===== src/rtl/sound_player_pkg.sv =====
// Shared game constants: sound event codes, player FSM encoding, tone frequencies.
// Also holds the elaboration-time half-period helper used by the sound player.
package sound_player_pkg;

  typedef logic [2:0] snd_code_t;

  localparam snd_code_t SND_NONE  = 3'd0;
  localparam snd_code_t SND_HIT1  = 3'd1;
  localparam snd_code_t SND_HIT2  = 3'd2;
  localparam snd_code_t SND_BREAK = 3'd3;
  localparam snd_code_t SND_LOST  = 3'd4;

  localparam logic [0:0] ST_IDLE = 1'b0;
  localparam logic [0:0] ST_PLAY = 1'b1;

  localparam int FREQ_HIT1  = 440;
  localparam int FREQ_HIT2  = 660;
  localparam int FREQ_BREAK = 880;
  localparam int FREQ_LOST  = 220;

  localparam int HP_W  = 20;
  localparam int DUR_W = 26;

  function automatic int half_period(input int clk_hz, input int freq);
    return clk_hz / (2 * freq);
  endfunction

  function automatic logic is_tone(input snd_code_t code);
    return (code >= SND_HIT1) && (code <= SND_LOST);
  endfunction

endpackage


===== src/rtl/sound_player_tone_gen.sv =====
// Square-wave generator: wave toggles every half_period cycles while enabled.
// One-cycle register latency; clear forces counter and wave to zero, no backpressure.
module tone_gen
  import sound_player_pkg::*;
(
  input  logic            clk,
  input  logic            reset,
  input  logic            clear,
  input  logic            enable,
  input  logic [HP_W-1:0] half_period,
  output logic            wave
);

  logic [HP_W-1:0] cnt_q, cnt_d;
  logic            wave_q, wave_d;

  always_comb begin
    cnt_d  = cnt_q;
    wave_d = wave_q;
    if (clear) begin
      cnt_d  = '0;
      wave_d = 1'b0;
    end else if (enable) begin
      if (cnt_q == half_period - HP_W'(1)) begin
        cnt_d  = '0;
        wave_d = ~wave_q;
      end else begin
        cnt_d = cnt_q + HP_W'(1);
      end
    end
  end

  always_ff @(posedge clk) begin
    if (reset) begin
      cnt_q  <= '0;
      wave_q <= 1'b0;
    end else begin
      cnt_q  <= cnt_d;
      wave_q <= wave_d;
    end
  end

  assign wave = wave_q;

endmodule


===== src/rtl/sound_player.sv =====
// Event-driven tone player: 2-cycle latency from sound_code change to busy/code_out.
// No backpressure; the latest trigger always restarts the tone.
module sound_player
  import sound_player_pkg::*;
#(
  parameter int CLK_HZ      = 25000000,
  parameter int TONE_CYCLES = 2500000
) (
  input  logic       clk,
  input  logic       reset,
  input  logic [2:0] sound_code,
  input  logic       erase_enable,
  output logic       speaker,
  output logic       busy,
  output logic [2:0] code_out
);

  localparam int HP1 = half_period(CLK_HZ, FREQ_HIT1);
  localparam int HP2 = half_period(CLK_HZ, FREQ_HIT2);
  localparam int HP3 = half_period(CLK_HZ, FREQ_BREAK);
  localparam int HP4 = half_period(CLK_HZ, FREQ_LOST);

  localparam logic [HP_W-1:0]  HP1_V          = HP_W'(HP1);
  localparam logic [HP_W-1:0]  HP2_V          = HP_W'(HP2);
  localparam logic [HP_W-1:0]  HP3_V          = HP_W'(HP3);
  localparam logic [HP_W-1:0]  HP4_V          = HP_W'(HP4);
  localparam logic [DUR_W-1:0] DUR_SHORT_LAST = DUR_W'(TONE_CYCLES - 1);
  localparam logic [DUR_W-1:0] DUR_LONG_LAST  = DUR_W'(4 * TONE_CYCLES - 1);

  // A half period under 2 cycles cannot produce a square wave.
  if (HP1 < 2 || HP2 < 2 || HP3 < 2 || HP4 < 2 ||
      HP4 > (2 ** HP_W) - 1) begin : g_hp_check
    $error("sound_player: tone half period out of range for CLK_HZ");
  end

  snd_code_t        sound_code_q, prev_code_q;
  logic             erase_q, erase_prev_q;
  logic [0:0]       state_q, state_d;
  snd_code_t        code_q, code_d;
  logic [DUR_W-1:0] dur_q, dur_d;
  logic [DUR_W-1:0] dur_last;
  logic [HP_W-1:0]  hp_sel;
  logic             trigger;
  logic             tone_clear;
  logic             wave;

  assign trigger = is_tone(sound_code_q) &&
                   ((sound_code_q != prev_code_q) || (erase_q && !erase_prev_q));

  assign dur_last = (code_q == SND_LOST) ? DUR_LONG_LAST : DUR_SHORT_LAST;

  always_comb begin
    case (code_q)
      SND_HIT2:  hp_sel = HP2_V;
      SND_BREAK: hp_sel = HP3_V;
      SND_LOST:  hp_sel = HP4_V;
      default:   hp_sel = HP1_V;
    endcase
  end

  // Trigger is checked first so a retrigger on terminal count restarts cleanly.
  always_comb begin
    state_d    = state_q;
    code_d     = code_q;
    dur_d      = dur_q;
    tone_clear = 1'b0;
    if (trigger) begin
      state_d    = ST_PLAY;
      code_d     = sound_code_q;
      dur_d      = '0;
      tone_clear = 1'b1;
    end else if (state_q == ST_PLAY) begin
      if (dur_q == dur_last) begin
        state_d    = ST_IDLE;
        code_d     = SND_NONE;
        dur_d      = '0;
        tone_clear = 1'b1;
      end else begin
        dur_d = dur_q + DUR_W'(1);
      end
    end else begin
      dur_d      = '0;
      tone_clear = 1'b1;
    end
  end

  always_ff @(posedge clk) begin
    if (reset) begin
      sound_code_q <= SND_NONE;
      prev_code_q  <= SND_NONE;
      erase_q      <= 1'b0;
      erase_prev_q <= 1'b0;
      state_q      <= ST_IDLE;
      code_q       <= SND_NONE;
      dur_q        <= '0;
    end else begin
      sound_code_q <= sound_code;
      prev_code_q  <= sound_code_q;
      erase_q      <= erase_enable;
      erase_prev_q <= erase_q;
      state_q      <= state_d;
      code_q       <= code_d;
      dur_q        <= dur_d;
    end
  end

  tone_gen u_tone_gen (
    .clk         (clk),
    .reset       (reset),
    .clear       (tone_clear),
    .enable      (state_q == ST_PLAY),
    .half_period (hp_sel),
    .wave        (wave)
  );

  assign speaker  = wave;
  assign busy     = (state_q == ST_PLAY);
  assign code_out = code_q;

endmodule


===== config.mk =====
export PLATFORM = sky130hd
export DESIGN_NAME = sound_player
export DESIGN_NICKNAME = d
export VERILOG_FILES = /design/src/rtl/sound_player_pkg.sv /design/src/rtl/sound_player_tone_gen.sv /design/src/rtl/sound_player.sv
export SDC_FILE = /design/constraint.sdc
export NUM_CORES = 1
export LEC_CHECK = 0
export CORE_MARGIN = 2
export CORE_UTILIZATION = 50
export CTS_CLUSTER_DIAMETER = 150
export DETAILED_ROUTE_END_ITERATION = 12
export PLACE_DENSITY = 0.72
export SYNTH_ARGS = -nofsm -noshare
export SYNTH_HDL_FRONTEND = slang
export SYNTH_SLANG_ARGS = --single-unit

===== constraint.sdc =====
create_clock -name clk -period 2.78 [get_ports clk]
set_input_delay 0.556 -clock clk [delete_from_list [all_inputs] [get_ports clk]]
set_output_delay 0.556 -clock clk [all_outputs]
set_load 0.01 [all_outputs]

Yosys cells after proc, flatten, opt, wreduce, memory -nomap -nowiden. Index checks and enable logic that the tools add are counted.

Register bits: 59. Bits of input ports: 6. Output and inout port bits: 5.

Add/subtract/negate cells: 3. Order comparisons: 2. Eq/ne operators: 6. Multiplexer cells: 12. Bitwise logic cells: 2. Reductions and logical operators: 11.

Operators with widths (number): $pmux W16 S3 (1); $add A26 B1 Y26 const B (1); $eq A26 B24 Y1 (1); $mux W24 (1); $add A20 B1 Y20 const B (1); $eq A20 B20 Y1 (1); $mux W20 (1); $sub A16 B1 Y17 const B (1); $mux W3 (3); $eq A3 B2 Y1 const B (2); $mux W1 (6); $reduce_and A2 Y1 (2); $reduce_bool A2 Y1 (2); $reduce_or A4 Y1 (1); $eq A3 B3 Y1 const B (1); $ge A3 B1 Y1 const B (1); $le A3 B3 Y1 const B (1); $logic_and A1 B1 Y1 (3); $ne A3 B3 Y1 (1); $not A1 Y1 (2); $reduce_or A2 Y1 (1); $logic_not A1 Y1 (1); $logic_or A1 B1 Y1 (1).

Logic depth before layout (Yosys ltp).
Depth after elaboration: 7. Depth in mapped cells: 12.

Modules after synthesis. A second synthesis with hierarchy kept.

Cells, all modules: 400. Area, all modules: 3447.1 µm².

Modules (own cells, without submodules): sound_player (instances 1, cells each 202, area each 1810.5 µm², sequential area each 760.7 µm²); tone_gen (instances 1, cells each 198, area each 1636.6 µm², sequential area each 420.4 µm²).

Worst setup path before layout. Ideal clock, no wire load.

Path kind: register to register. Start point: register code_q[2] (netlist: code_out[2]). End point: register u_tone_gen.cnt_q[5]. Setup time: 119 ps. Arrival: 2436 ps. Setup slack: 225 ps. Stages on the path, launching flop included: 13. Path buffers: 3. Period minus slack after synthesis: 2555 ps. Cells stage by stage: dfxtp_1 > buf_6 > and3b_1 > or2_2 > ha_1 > xor2_1 > nor3_1 > o22ai_1 > nor4_4 > or2_1 > buf_6 > buf_12 > nor2_4.

Longest elaborated chain between the ends: 7. Elaborated cells on any way between the ends: 13.

RTL lines: start: declaration (line sound_player.sv:39) `snd_code_t code_q, code_d;`; start signal: assignment (line sound_player.sv:102) `code_q <= code_d;`; branches (longest 7 deep; another with $sub A16 B1 Y17); end signal: assignment (line sound_player_tone_gen.sv:38) `cnt_q <= cnt_d;`; end: declaration (line sound_player_tone_gen.sv:14) `logic [HP_W-1:0] cnt_q, cnt_d;`.

Parallel ways; which one is timed is not known. A chain may end at the register's enable or synchronous reset.

Final worst setup path.
Start point: register code_q[0] (netlist: code_out[0]). End point: register u_tone_gen.cnt_q[19].

The elaborated chain is that of the path after synthesis.

==> metrics <==
Setup TNS=0 ns; count of buffer and inverter cells on the critical path=1; synth unique cells=52; Worst Path Arrival=approximately 2.8 ns; Worst Hold Path Cells=1; Post-Synthesis Cells=325; Chip Height=approximately 81 um; async set or reset register ratio after synthesis=0; row count=27; CP startpoint=code_out[0]$_SDFFE_PP0P_; Synth Register Bits=59; Worst VDD drop=0.324 mV; slowest cell delay on critical path=0.39 ns; CTS Buf Count=9; Nets=352; Sink Count=between 50 and 60; GRT Total Usage=0.194; capturing point of the worst reg2reg path=u_tone_gen.cnt_q[19]$_SDFFE_PP0P_; WL per Instance=12.9 um; R2R setup slack=0.20 ns; WL final=5420 um; layout cells sized above 1=0.135; Clock Tree Buf Depth=2; Layout Skew=between 0.006 and 0.007 ns; max_cap viols=0; final setup fails=0; CP Class=reg -> reg; total number of vias=2,250; multi-input combinational cell area=0.00160 mm2; dominant synthesized flop cell=dfxtp_1; final worst-path cycle share=0.928; Reg-to-Reg Start=code_out[0]$_SDFFE_PP0P_; ANT cells=0; I/O Buffers=10; Critical path destination=u_tone_gen.cnt_q[19]$_SDFFE_PP0P_; highest fanout seen on the critical path=19; clock-pin slew on the worst setup and hold paths=around 0.070 ns; worst skew pair latency=0.34 ns; post-synth net total=334; Worst-Margin Slew=0.687 ns; Slew HR=0.537; clock root buffer=clkbuf_8; Crit path depth=10; drc violations=0; Hold Path Class=reg -> reg; DR pass1 iterations=4; GRT overflow=0; Syn Area/Cell=9.01 um2; DP Worst Slack=between 0.15 and 0.2 ns; critical path's top delay family=simple AND/OR/NAND/NOR gates; crit path time final=2.58 ns; global-route wire length before repair=9620 um; largest net degree at the start of global routing=21; initial core utilization=0.525; Area contributors post-synth=dfxtp_1 (40%), nor2_1 (7.1%), xnor2_1 (6.6%); # fillers=roughly 500; pwr/cell area=~540 mW/mm2; RSZ-0062 raised after global routing=false; post-synth top area cell=dfxtp_1; hold buffers post-CTS=0; placed wire-length estimate=between 3000 and 4000 um; Post-synth EDFFs=0; worst r2r path cells=10; outcome=finished clean; PnR worst setup slack=0.200 ns; cell area after synthesis=between 0.002 and 0.003 mm2; Leakage=1.10 nW; Worst setup EP type=flop; vias in the first global route=2,108; post-synthesis sequential area ratio=0.403; count leader, synth=dfxtp_1; Total Die Area=0.00648 mm2; Die Wd=80.5 um; Via-to-Cell Ratio=5.36; TritonCTS clock tree=built; worst path cell trace=and3b_1 > or2_2 > ha_1 > xor2_1 > nor3_1 > o22ai_1 > nor4_4 > or2_1 > buf_12 > nor2_1; endpoints failing hold=0; postcts setup bufs=0; Detail Route Antenna Nets=0; Final GP Congestion=0.877; startpoint class of the critical path=flop; Fmax=0.388 GHz; # IOs=11; Synth-to-Final Area Change=12.9%; Synth Warn #=0; H-tree depth=3; post-synth top area share=0.403; antenna violations before repair=0; critical path required time=3.01 ns; core area=0.00557 mm2; Slew Viols, Final=0; Register Area=0.00118 mm2; worst hold path startpoint=dur_q[0]$_SDFF_PP0_; # resized after CTS=0; Crit-path slowest cell=dfxtp_1; list of most frequent post-synthesis cells=dfxtp_1 (59), nor2_1 (55), xnor2_1 (22), xor2_1 (22), nand2_1 (18); initial drt markers=between 100 and 150
[area by class of cell]
class	count	area share
inverters	15	0.0170
multi-input cells	240	0.483
well taps	72	0.0273
clock buffers	10	0.0386
repair buffers	18	0.0522
clock inverters	6	0.0242
flip-flops and latches	59	0.357
[flip-flops by register name, summed over array words and instances, names as in the netlist, 3 cells and up]
signal            cells
code_out              3
u_tone_gen.cnt_q     20
sound_code_q          3
prev_code_q           3
dur_q                26
[worst register-to-register path: stages, from the launching register on]
cell and delay (ns):
dfxtp_1 0.39, and3b_1 0.26, or2_2 0.29, ha_1 0.20, xor2_1 0.15, nor3_1 0.20
o22ai_1 0.17, nor4_4 0.35, or2_1 0.19, buf_12 0.20, nor2_1 0.08
[per-layer routing]
metal  GRT usage  routed length [um]  vias to the layer above
met2       0.295                2520                       48
li1            -                   -                     1146
met3      0.0708                 256                        9
met1       0.250                2550                     1047
met5           0                   0                        -
met4      0.0763                  96                        0
[worst min path at each step]
stage / to
finish: dur_q[0]$_SDFF_PP0_
global route: dur_q[0]$_SDFF_PP0_
CTS: erase_prev_q$_SDFF_PP0_
detailed placement: erase_prev_q$_SDFF_PP0_
global placement: dur_q[0]$_SDFF_PP0_
floorplan: dur_q[0]$_SDFF_PP0_
[cell families after synthesis]
kind of cell | synth area share
buffers and inverters | 0.0509
xor gates and xnor gates | 0.143
and+or+nand+nor | 0.334
AOI/OAI and AO/OA | 0.0564
adders and majority gates | 0.0128
DFF | 0.403
[report_power, final]
part           total, mW  internal (mW)  switching [mW]
logic             0.0948         0.0451          0.0497
registers          0.871          0.857          0.0139
clock network      0.832          0.498           0.334
[per-stage QoR]
stage	total power [mW]	utilization	cell area [um2]	instances	hold WS, ns
floorplan	0.956	-	2930	325	0.430
global placement	0.983	0.556	3100	404	0.447
detailed placement	0.984	0.556	3100	404	0.461
CTS	1.81	0.593	3310	420	0.474
global route	1.87	0.593	3310	420	0.501
finish	1.80	0.593	3310	420	0.473
[layout by cell type (no fill, tap or decap), types with 2 or more instances in the layout]
master | synthesis | routed
dfxtp_1 | 59 | 59
nor2_1 | 55 | 55
xor2_1 | 22 | 22
xnor2_1 | 22 | 22
nand2_1 | 18 | 18
nand3_1 | 17 | 17
inv_1 | 15 | 15
nand4_1 | 13 | 13
clkdlybuf4s50_1 | 0 | 10
clkbuf_8 | 0 | 9
nor2_4 | 8 | 8
nor2b_1 | 8 | 8
and3_1 | 7 | 7
buf_4 | 3 | 7
nor3_1 | 6 | 6
a21oi_1 | 5 | 5
or2_2 | 4 | 4
nor4_1 | 4 | 4
nor3b_1 | 4 | 4
clkinv_2 | 0 | 4
nor3b_2 | 3 | 3
nand2b_1 | 3 | 3
nor4b_1 | 3 | 3
or4_1 | 3 | 3
a32o_1 | 3 | 3
ha_1 | 3 | 3
nand4b_1 | 2 | 2
or3b_2 | 2 | 2
and4_1 | 2 | 2
o2111ai_1 | 2 | 2
nor2_2 | 2 | 2
bufinv_16 | 0 | 2
No activity file was read; power rests on OpenSTA's default activity.
